==> config.mk <==
export PLATFORM = sky130hd
export DESIGN_NAME = uart_tx
export DESIGN_NICKNAME = d
export VERILOG_FILES = /design/src/rtl/uart_tx.sv
export SDC_FILE = /design/constraint.sdc
export NUM_CORES = 1
export LEC_CHECK = 0
export ABC_AREA = 1
export BUFFER_PORTS_ARGS = -buffer_cell sky130_fd_sc_hd__buf_2
export CORE_ASPECT_RATIO = 0.75
export CORE_MARGIN = 3
export CORE_UTILIZATION = 35
export CTS_BUF_LIST = sky130_fd_sc_hd__clkbuf_16
export DETAILED_ROUTE_END_ITERATION = 6
export GPL_TIMING_DRIVEN = 0
export PLACE_DENSITY = 0.58
export SLEW_MARGIN = 20
export SYNTH_ARGS = -nofsm -noshare
export SYNTH_HDL_FRONTEND = slang
export SYNTH_SLANG_ARGS = --single-unit
==> constraint.sdc <==
create_clock -name clk -period 1.4 [get_ports clk]
set_input_delay 0.07 -clock clk [delete_from_list [all_inputs] [get_ports clk]]
set_output_delay 0.07 -clock clk [all_outputs]
set_load 0.01 [all_outputs]
==> src/rtl/uart_tx.sv <==
`default_nettype none
// ============================================================================
// uart_tx : valid/ready byte-in, 8N1 serial-out transmitter.
//           Define UART_TX_PARITY_EN to insert an even-parity bit (8E1).
// Revision : 1.0
// ============================================================================
module uart_tx #(
  parameter int CLK_FREQ_HZ  = 12000000,
  parameter int BAUD_RATE    = 115200,
  parameter int CLKS_PER_BIT = CLK_FREQ_HZ / BAUD_RATE
) (
  input  logic       clk,
  input  logic       resetn,
  input  logic [7:0] data,
  input  logic       valid,
  output logic       ready,
  output logic       busy,
  output logic       tx
);

  localparam int              CNT_W    = $clog2(CLKS_PER_BIT);
  localparam logic [CNT_W-1:0] CNT_LAST = CNT_W'(CLKS_PER_BIT - 1);

  typedef enum logic [2:0] {
    IDLE   = 3'd0,
    START  = 3'd1,
    DATA   = 3'd2,
`ifdef UART_TX_PARITY_EN
    PARITY = 3'd3,
`endif
    STOP   = 3'd4
  } state_t;

  state_t           state;
  logic [CNT_W-1:0] bit_cnt;
  logic [2:0]       bit_idx;
  logic [7:0]       shreg;
  logic             bit_done;

  assign bit_done = (bit_cnt == CNT_LAST);

  // tx is loaded with the value of the *next* bit on each boundary so the line
  // is purely registered and changes exactly on the bit edge.
  always_ff @(posedge clk or negedge resetn) begin
    if (!resetn) begin
      state   <= IDLE;
      tx      <= 1'b1;
      ready   <= 1'b1;
      busy    <= 1'b0;
      bit_cnt <= '0;
      bit_idx <= 3'd0;
      shreg   <= 8'h00;
    end else begin
      case (state)
        IDLE: begin
          if (valid) begin
            shreg   <= data;
            bit_cnt <= '0;
            bit_idx <= 3'd0;
            tx      <= 1'b0;
            ready   <= 1'b0;
            busy    <= 1'b1;
            state   <= START;
          end
        end
        START: begin
          if (bit_done) begin
            bit_cnt <= '0;
            tx      <= shreg[0];
            state   <= DATA;
          end else begin
            bit_cnt <= bit_cnt + CNT_W'(1);
          end
        end
        DATA: begin
          if (bit_done) begin
            bit_cnt <= '0;
            if (bit_idx == 3'd7) begin
`ifdef UART_TX_PARITY_EN
              tx    <= ^shreg;
              state <= PARITY;
`else
              tx    <= 1'b1;
              state <= STOP;
`endif
            end else begin
              bit_idx <= bit_idx + 3'd1;
              tx      <= shreg[bit_idx + 3'd1];
            end
          end else begin
            bit_cnt <= bit_cnt + CNT_W'(1);
          end
        end
`ifdef UART_TX_PARITY_EN
        PARITY: begin
          if (bit_done) begin
            bit_cnt <= '0;
            tx      <= 1'b1;
            state   <= STOP;
          end else begin
            bit_cnt <= bit_cnt + CNT_W'(1);
          end
        end
`endif
        STOP: begin
          // Return to IDLE with ready high; a pending valid is taken next cycle.
          if (bit_done) begin
            bit_cnt <= '0;
            ready   <= 1'b1;
            busy    <= 1'b0;
            state   <= IDLE;
          end else begin
            bit_cnt <= bit_cnt + CNT_W'(1);
          end
        end
        default: begin
          tx      <= 1'b1;
          ready   <= 1'b1;
          busy    <= 1'b0;
          bit_cnt <= '0;
          state   <= IDLE;
        end
      endcase
    end
  end

endmodule
`default_nettype wire

==> results.json, run 1 <==
{
  "synth.cell_area_mm2": 0.00131,
  "synth_area_leader_cell": "dfrtp_1",
  "area_delta_synth_final_pct": 34.1,
  "cts.path.max_buffers": 2,
  "critical_path_arrival_ns": 1.56,
  "worst_skew_pair.late_latency_ns": 0.26,
  "rsz_0062_raised_after_global_routing": "true",
  "totalPowerFinal_mw": 3.80,
  "reg2reg_depth": 8,
  "worstHoldPathType": "in -> reg",
  "worst_slew_margin_rel_pct": 64.8,
  "antenna_cells_inserted": 0,
  "final_layout_size_suffix_gt1_share_pct": 38.4,
  "final_total_negative_setup_slack_ns": 0,
  "drt_iter0_markers": 60,
  "drv_cap": 0,
  "route.vias.total": 1092,
  "fill_cells": 332,
  "floorplan_die_area_mm2": 0.00451,
  "synth.area.top_cells": "dfrtp_1 42%, nand2_1 16%, nand3_1 5.4%, inv_1 4.3%, dfstp_2 4.0%",
  "die_h_um": 58.9,
  "core_area_mm2": 0.00342,
  "post_synth.cell_area_avg_um2": 8.22,
  "placed_wire_length_estimate_after_detailed_placement_um": 1930,
  "synth.top_cell.area_share_pct": 42.1,
  "clkSlewWorstSetupHoldPaths_ns": 0.06,
  "critical_path.reg2reg.startpoint": "bit_idx[0]",
  "synthesis.instances": 159,
  "leakage_nw": 0.887,
  "drt.antenna.violating_nets": 0,
  "ios": 14,
  "period_share_pct": 97.2,
  "launch_point_of_the_worst_path": "bit_idx[0]",
  "cts_htree_levels": 1,
  "worstPathRequired_ns": 1.60,
  "postSynthNetCount": 173,
  "grt_start_max_net_pins": 25,
  "min_delay_path_depth": 3,
  "route.final.wire_length_um": 2680,
  "std_cell_rows": 18,
  "seq_area_frac_synth_pct": 46.1,
  "layout.cell_area.non_filler_mm2": 0.00175,
  "synthDistinctLibCells": 24,
  "clkSinkCount": 24,
  "place_congestion": 0.843,
  "worst_setup_ep_type": "register",
  "clock-root-buffer": "clkbuf_16",
  "placed_area_mm2": 0.00145,
  "tightest_slew_ns": 0.529,
  "cts_tree": "built",
  "numPortBuffers": 13,
  "power_density_relative_to_cell_area_mw_per_mm2": 2170,
  "global_route.overflow_total": 0,
  "max-vdd-ir-drop_mv": 0.906,
  "result_of_the_run": "finished, final reports clean",
  "finalSetupViolCount": 0,
  "start_util_pct": 38.2,
  "post_drt_wl_per_cell_um": 11.2,
  "route.detailed.vias_per_inst": 4.55,
  "grt_usage_pct": 12.6,
  "layout_min_cycle_time_ns": 1.36,
  "ys.warnings.count": 0,
  "grt_pass1_wl_um": 4450,
  "slew_violations": 0,
  "detail_route.drc_violations": 0,
  "worst_clock_skew_ns": 0.00366,
  "grt_antenna_before_repair": 0,
  "path_class": "reg -> reg",
  "tritoncts.num_buffers": 3,
  "worstHoldStart": "data[7]",
  "synth-seq-cells": 24,
  "detailedRoute.firstPassIterationCount": 4,
  "max_freq_mhz": 735,
  "die_x_um": 76.6,
  "final_hold_viol_count": 0,
  "nature_of_the_critical_path_startpoint": "register",
  "finalNetCount": 205,
  "critical_path.max_fanout": 4,
  "first_global_vias": 991
}
## worst max-delay path: stages, from the launching register on
cell and delay [ns]:
dfrtp_2 0.42, ha_4 0.17, ha_4 0.28, inv_2 0.05
nand3_2 0.06, nand3_2 0.06, nand3_2 0.08, nand2_2 0.05
a21oi_2 0.12
## metrics by stage
step / setup slack [ns] / std cells / utilization, % / hold WS [ns]
5_1_grt: -0.0292 / 240 / 51.2 / 0.0241
3_3_place_gp: -0.149 / 222 / 42.3 / 0.0746
6_report: 0.0388 / 240 / 51.2 / 0.00799
3_5_place_dp: -0.153 / 222 / 42.3 / 0.0821
4_1_cts: 0.00672 / 231 / 47.7 / 0.00498
2_1_floorplan: 0.00767 / 159 / - / -0.226
## area by class of cell
cell class,instances,area [um2],area share (%)
Timing Repair Buffer,27,173,9.85
Inverter,21,86.3,4.93
Tap cell,50,62.6,3.57
Clock inverter,1,30.0,1.71
Sequential cell,24,607,34.6
Clock buffer,3,75.1,4.28
Multi-Input combinational cell,114,719,41.0
## where the power goes
part | internal, mW | switching (mW) | total (mW) | leakage [nW]
registers | 0.973 | 0.206 | 1.18 | 0.304
logic | 0.731 | 1.07 | 1.80 | 0.532
clock network | 0.568 | 0.250 | 0.818 | 0.0511
total | 2.27 | 1.53 | 3.80 | 0.887
## flip-flops by register name (all words and copies together) (netlist names)
| register | count |
|---|---|
| shreg | 8 |
| state | 3 |
| bit_idx | 3 |
| tx | 1 |
| ready | 1 |
| bit_cnt | 7 |
| busy | 1 |
## worst paths after layout
| kind | end | slack [ns] |
|---|---|---|
| max | tx | 0.04 |
| min | shreg[7] | 0.008 |
| max reg2reg | tx | 0.04 |
| min reg2reg | ready | 0.47 |
| max in group asynchronous | state[1] | 0.69 |
| min in group asynchronous | shreg[6] | 0.32 |
## routing by layer
layer,vias up,wire length (um),global-route usage (%)
li1,569,-,-
met1,509,1380,17.8
met2,12,1200,19.3
met3,2,78,3.36
met4,0,17,3.10
met5,-,0,0
## kinds of logic after synthesis
family                     Yosys count  share of synthesized area, %
DFF                                 24                          46.1
adders and majority gates            3                          2.87
AOI/OAI and AO/OA                   18                          8.23
and+or+nand+nor                     91                          35.0
buffers and inverters               21                          6.41
xor gates and xnor gates             2                          1.34
## cell usage in the layout (no fill, tap or decap), drive strengths merged
cell	n
o31ai	1
a21oi	10
dlygate4sd3	1
nor2	11
xnor2	1
nor3	2
buf	26
nand2	61
clkbuf	3
nand3	16
bufinv	1
dfrtp	22
xor2	1
nand4	1
inv	21
o21ai	7
ha	3
dfstp	2
## repair_timing
item | CTS | global route
endpoints found under the setup margin | 12 | 19
setup buffers | 4 | 9
gates resized for setup | 11 | 14
endpoints found under the hold margin | 22 | 0
pin swaps | 7 | 13
hold buffers | 1 | 0
## Yosys cell counts
library cell and instances:
a21oi_1 9, a21oi_4 1, dfrtp_1 22, dfstp_2 2, ha_1 3, inv_1 15
inv_2 5, inv_6 1, nand2_1 56, nand2_2 1, nand2_4 4, nand3_1 14
nand3_2 2, nand4_1 1, nor2_1 7, nor2_4 3, nor2_8 1, nor3_2 2
o21ai_0 2, o21ai_1 4, o21ai_2 1, o31ai_1 1, xnor2_1 1, xor2_1 1
Power figures use the tool's default switching activity.
==> inputs of run 2 (changes only) <==
BUFFER_PORTS_ARGS = not set   (was -buffer_cell sky130_fd_sc_hd__buf_2)
CAP_MARGIN = 20   (was not set)
CORE_ASPECT_RATIO = 1.5   (was 0.75)
DONT_BUFFER_PORTS = 1   (was not set)
PLACE_DENSITY = 0.55   (was 0.58)
==> results.json, run 2 (synthesized netlist as in run 1, its figures left out) <==
{
  "wl_met2_um": 1460,
  "grt_start_max_net_pins": 25,
  "path_class": "reg -> reg",
  "grt_pass1_wl_um": 4710,
  "die_h_um": 80.9,
  "floorplan_die_area_mm2": 0.00452,
  "finalNetCount": 202,
  "place_congestion": 0.778,
  "worst_slew_margin_rel_pct": 82.8,
  "tightest_slew_ns": 0.257,
  "register_containing_the_most_flip_flops_in_the_final_layout": "shreg",
  "first_global_vias": 1071,
  "post_drt_wl_per_cell_um": 11.9,
  "global_route.overflow_total": 0,
  "final_layout_size_suffix_gt1_share_pct": 33.7,
  "route.detailed.vias_per_inst": 4.83,
  "layout_min_cycle_time_ns": 1.38,
  "grt_antenna_before_repair": 0,
  "critical_path.max_fanout": 4,
  "drt_iter0_markers": 26,
  "grt_usage_pct": 13.0,
  "cts_htree_levels": 1,
  "critical-path-top-delay-family": "adder cells",
  "drv_cap": 0,
  "max_freq_mhz": 723,
  "start_util_pct": 37.2,
  "detailroute.wirelength.met3_um": 71,
  "worstPathRequired_ns": 1.59,
  "slew_violations": 0,
  "topRoutingLayerUsed": "met4",
  "result_of_the_run": "finished, final reports clean",
  "drt.antenna.violating_nets": 0,
  "leakage_nw": 0.865,
  "std_cell_rows": 26,
  "clock-root-buffer": "clkbuf_16",
  "met1Wirelength_um": 1160,
  "detail_route.drc_violations": 0,
  "period_share_pct": 98.8,
  "nature_of_the_critical_path_startpoint": "register",
  "worstHoldPathType": "in -> reg",
  "rsz_0062_raised_after_global_routing": "true",
  "worst_clock_skew_ns": 0.00341,
  "layout_setup_ws_ns": 0.0172,
  "path_buf_inv": 1,
  "area_delta_synth_final_pct": 34.4,
  "finalSetupViolCount": 0,
  "cpMaxStageDelayCell": "dfrtp_2",
  "timing.critical_path.cells": "ha_4 -> ha_4 -> inv_4 -> nand3_2 -> nand3_2 -> nand3_2 -> nand2_2 -> a21oi_2",
  "final_hold_viol_count": 0,
  "detailedPlace.worstSlack_ns": -0.185,
  "die_x_um": 55.9,
  "tritoncts.num_buffers": 3,
  "mostFrequentLayoutCell": "nand2_1",
  "detailedRoute.firstPassIterationCount": 4,
  "max_stage_delay_on_crit_path_ns": 0.42,
  "numPortBuffers": 0,
  "antenna_cells_inserted": 0,
  "critical_path_arrival_ns": 1.57,
  "route.vias.total": 1106,
  "final.hold.worst_slack_ns": 0.0816,
  "power_density_relative_to_cell_area_mw_per_mm2": 2000,
  "clkSlewWorstSetupHoldPaths_ns": 0.06,
  "cts.path.max_buffers": 2,
  "worst_setup_ep_type": "register",
  "largest_reg_flops": 8,
  "reg.largest.list": "shreg: 8 flops, bit_cnt: 7 flops",
  "final_total_negative_setup_slack_ns": 0,
  "route.final.wire_length_um": 2730,
  "placed_wire_length_estimate_after_detailed_placement_um": 1920,
  "clkSinkCount": 24,
  "core_area_mm2": 0.00351,
  "ios": 14,
  "critPathMostFrequentCell": "nand3_2",
  "worst_skew_pair.late_latency_ns": 0.25,
  "mostFrequentLayoutCells": "53 x nand2_1, 19 x dfrtp_1, 13 x buf_4",
  "cts_tree": "built",
  "max-vdd-ir-drop_mv": 0.890
}
-- run 2: changes by cell type in the layout (fill, tap and decap cells not counted), sizes merged --
cell / previous run / this run
buf: 26 / 14
bufinv: 1 / 0
inv: 21 / 22
dlygate4sd3: 1 / 10
-- run 2: metrics by stage --
| step | cell area, um2 | std cells | utilization [%] | power (mW) |
|---|---|---|---|---|
| 2_1_floorplan | 1320 | 159 | - | 2.27 |
| 3_3_place_gp | 1370 | 201 | 39.1 | 2.51 |
| 3_5_place_dp | 1370 | 201 | 39.1 | 2.54 |
| 4_1_cts | 1630 | 219 | 46.3 | 3.29 |
| 5_1_grt | 1760 | 229 | 50.0 | 3.81 |
| 6_report | 1760 | 229 | 50.0 | 3.51 |
-- run 2: final cells by class --
class / count / area (um2)
Clock buffer: 3 / 75.1
Inverter: 21 / 86.3
Multi-Input combinational cell: 114 / 714
Sequential cell: 24 / 607
Clock inverter: 1 / 3.75
Tap cell: 42 / 52.6
Fill cell: 333 / 1760
Timing Repair Buffer: 24 / 218
-- run 2: tightest hold or removal path: cells and delay by family --
kind                   cells  cell delay, ns
and+or+nand+nor            1            0.16
AOI/OAI and AO/OA          1            0.06
buffers and inverters      1            0.04
-- run 2: timing repair --
item                                    in CTS  in global routing
setup buffers                                3                 10
endpoints found under the hold margin       33                  0
endpoints found under the setup margin      10                 19
gates resized for setup                      8                 18
pin swaps                                    3                 13
hold buffers                                11                  0
-- run 2: routing by layer --
layer	GRT usage [%]	vias to the layer above
li1	-	563
met1	15.4	521
met2	23.2	18
met3	1.91	4
met4	5.70	0
met5	0	-
-- run 2: final timing paths --
kind | startpoint | to | slack [ns] | cells past startpoint
worst min-delay path | valid | ready | 0.08 | 3
worst min register to register | shreg[7] | shreg[7] | 0.47 | 2
min in group asynchronous | resetn | shreg[2] | 0.24 | 2
worst max-delay path | bit_idx[0] | tx | 0.02 | 8
max in group asynchronous | resetn | ready | 0.94 | 2
worst max register to register | bit_idx[0] | tx | 0.02 | 8
-- run 2: power breakdown --
group | leakage (nW) | switching (mW) | internal (mW) | total [mW]
Clock | 0.0423 | 0.230 | 0.381 | 0.611
Combinational | 0.519 | 1.01 | 0.681 | 1.69
Sequential | 0.304 | 0.227 | 0.975 | 1.20
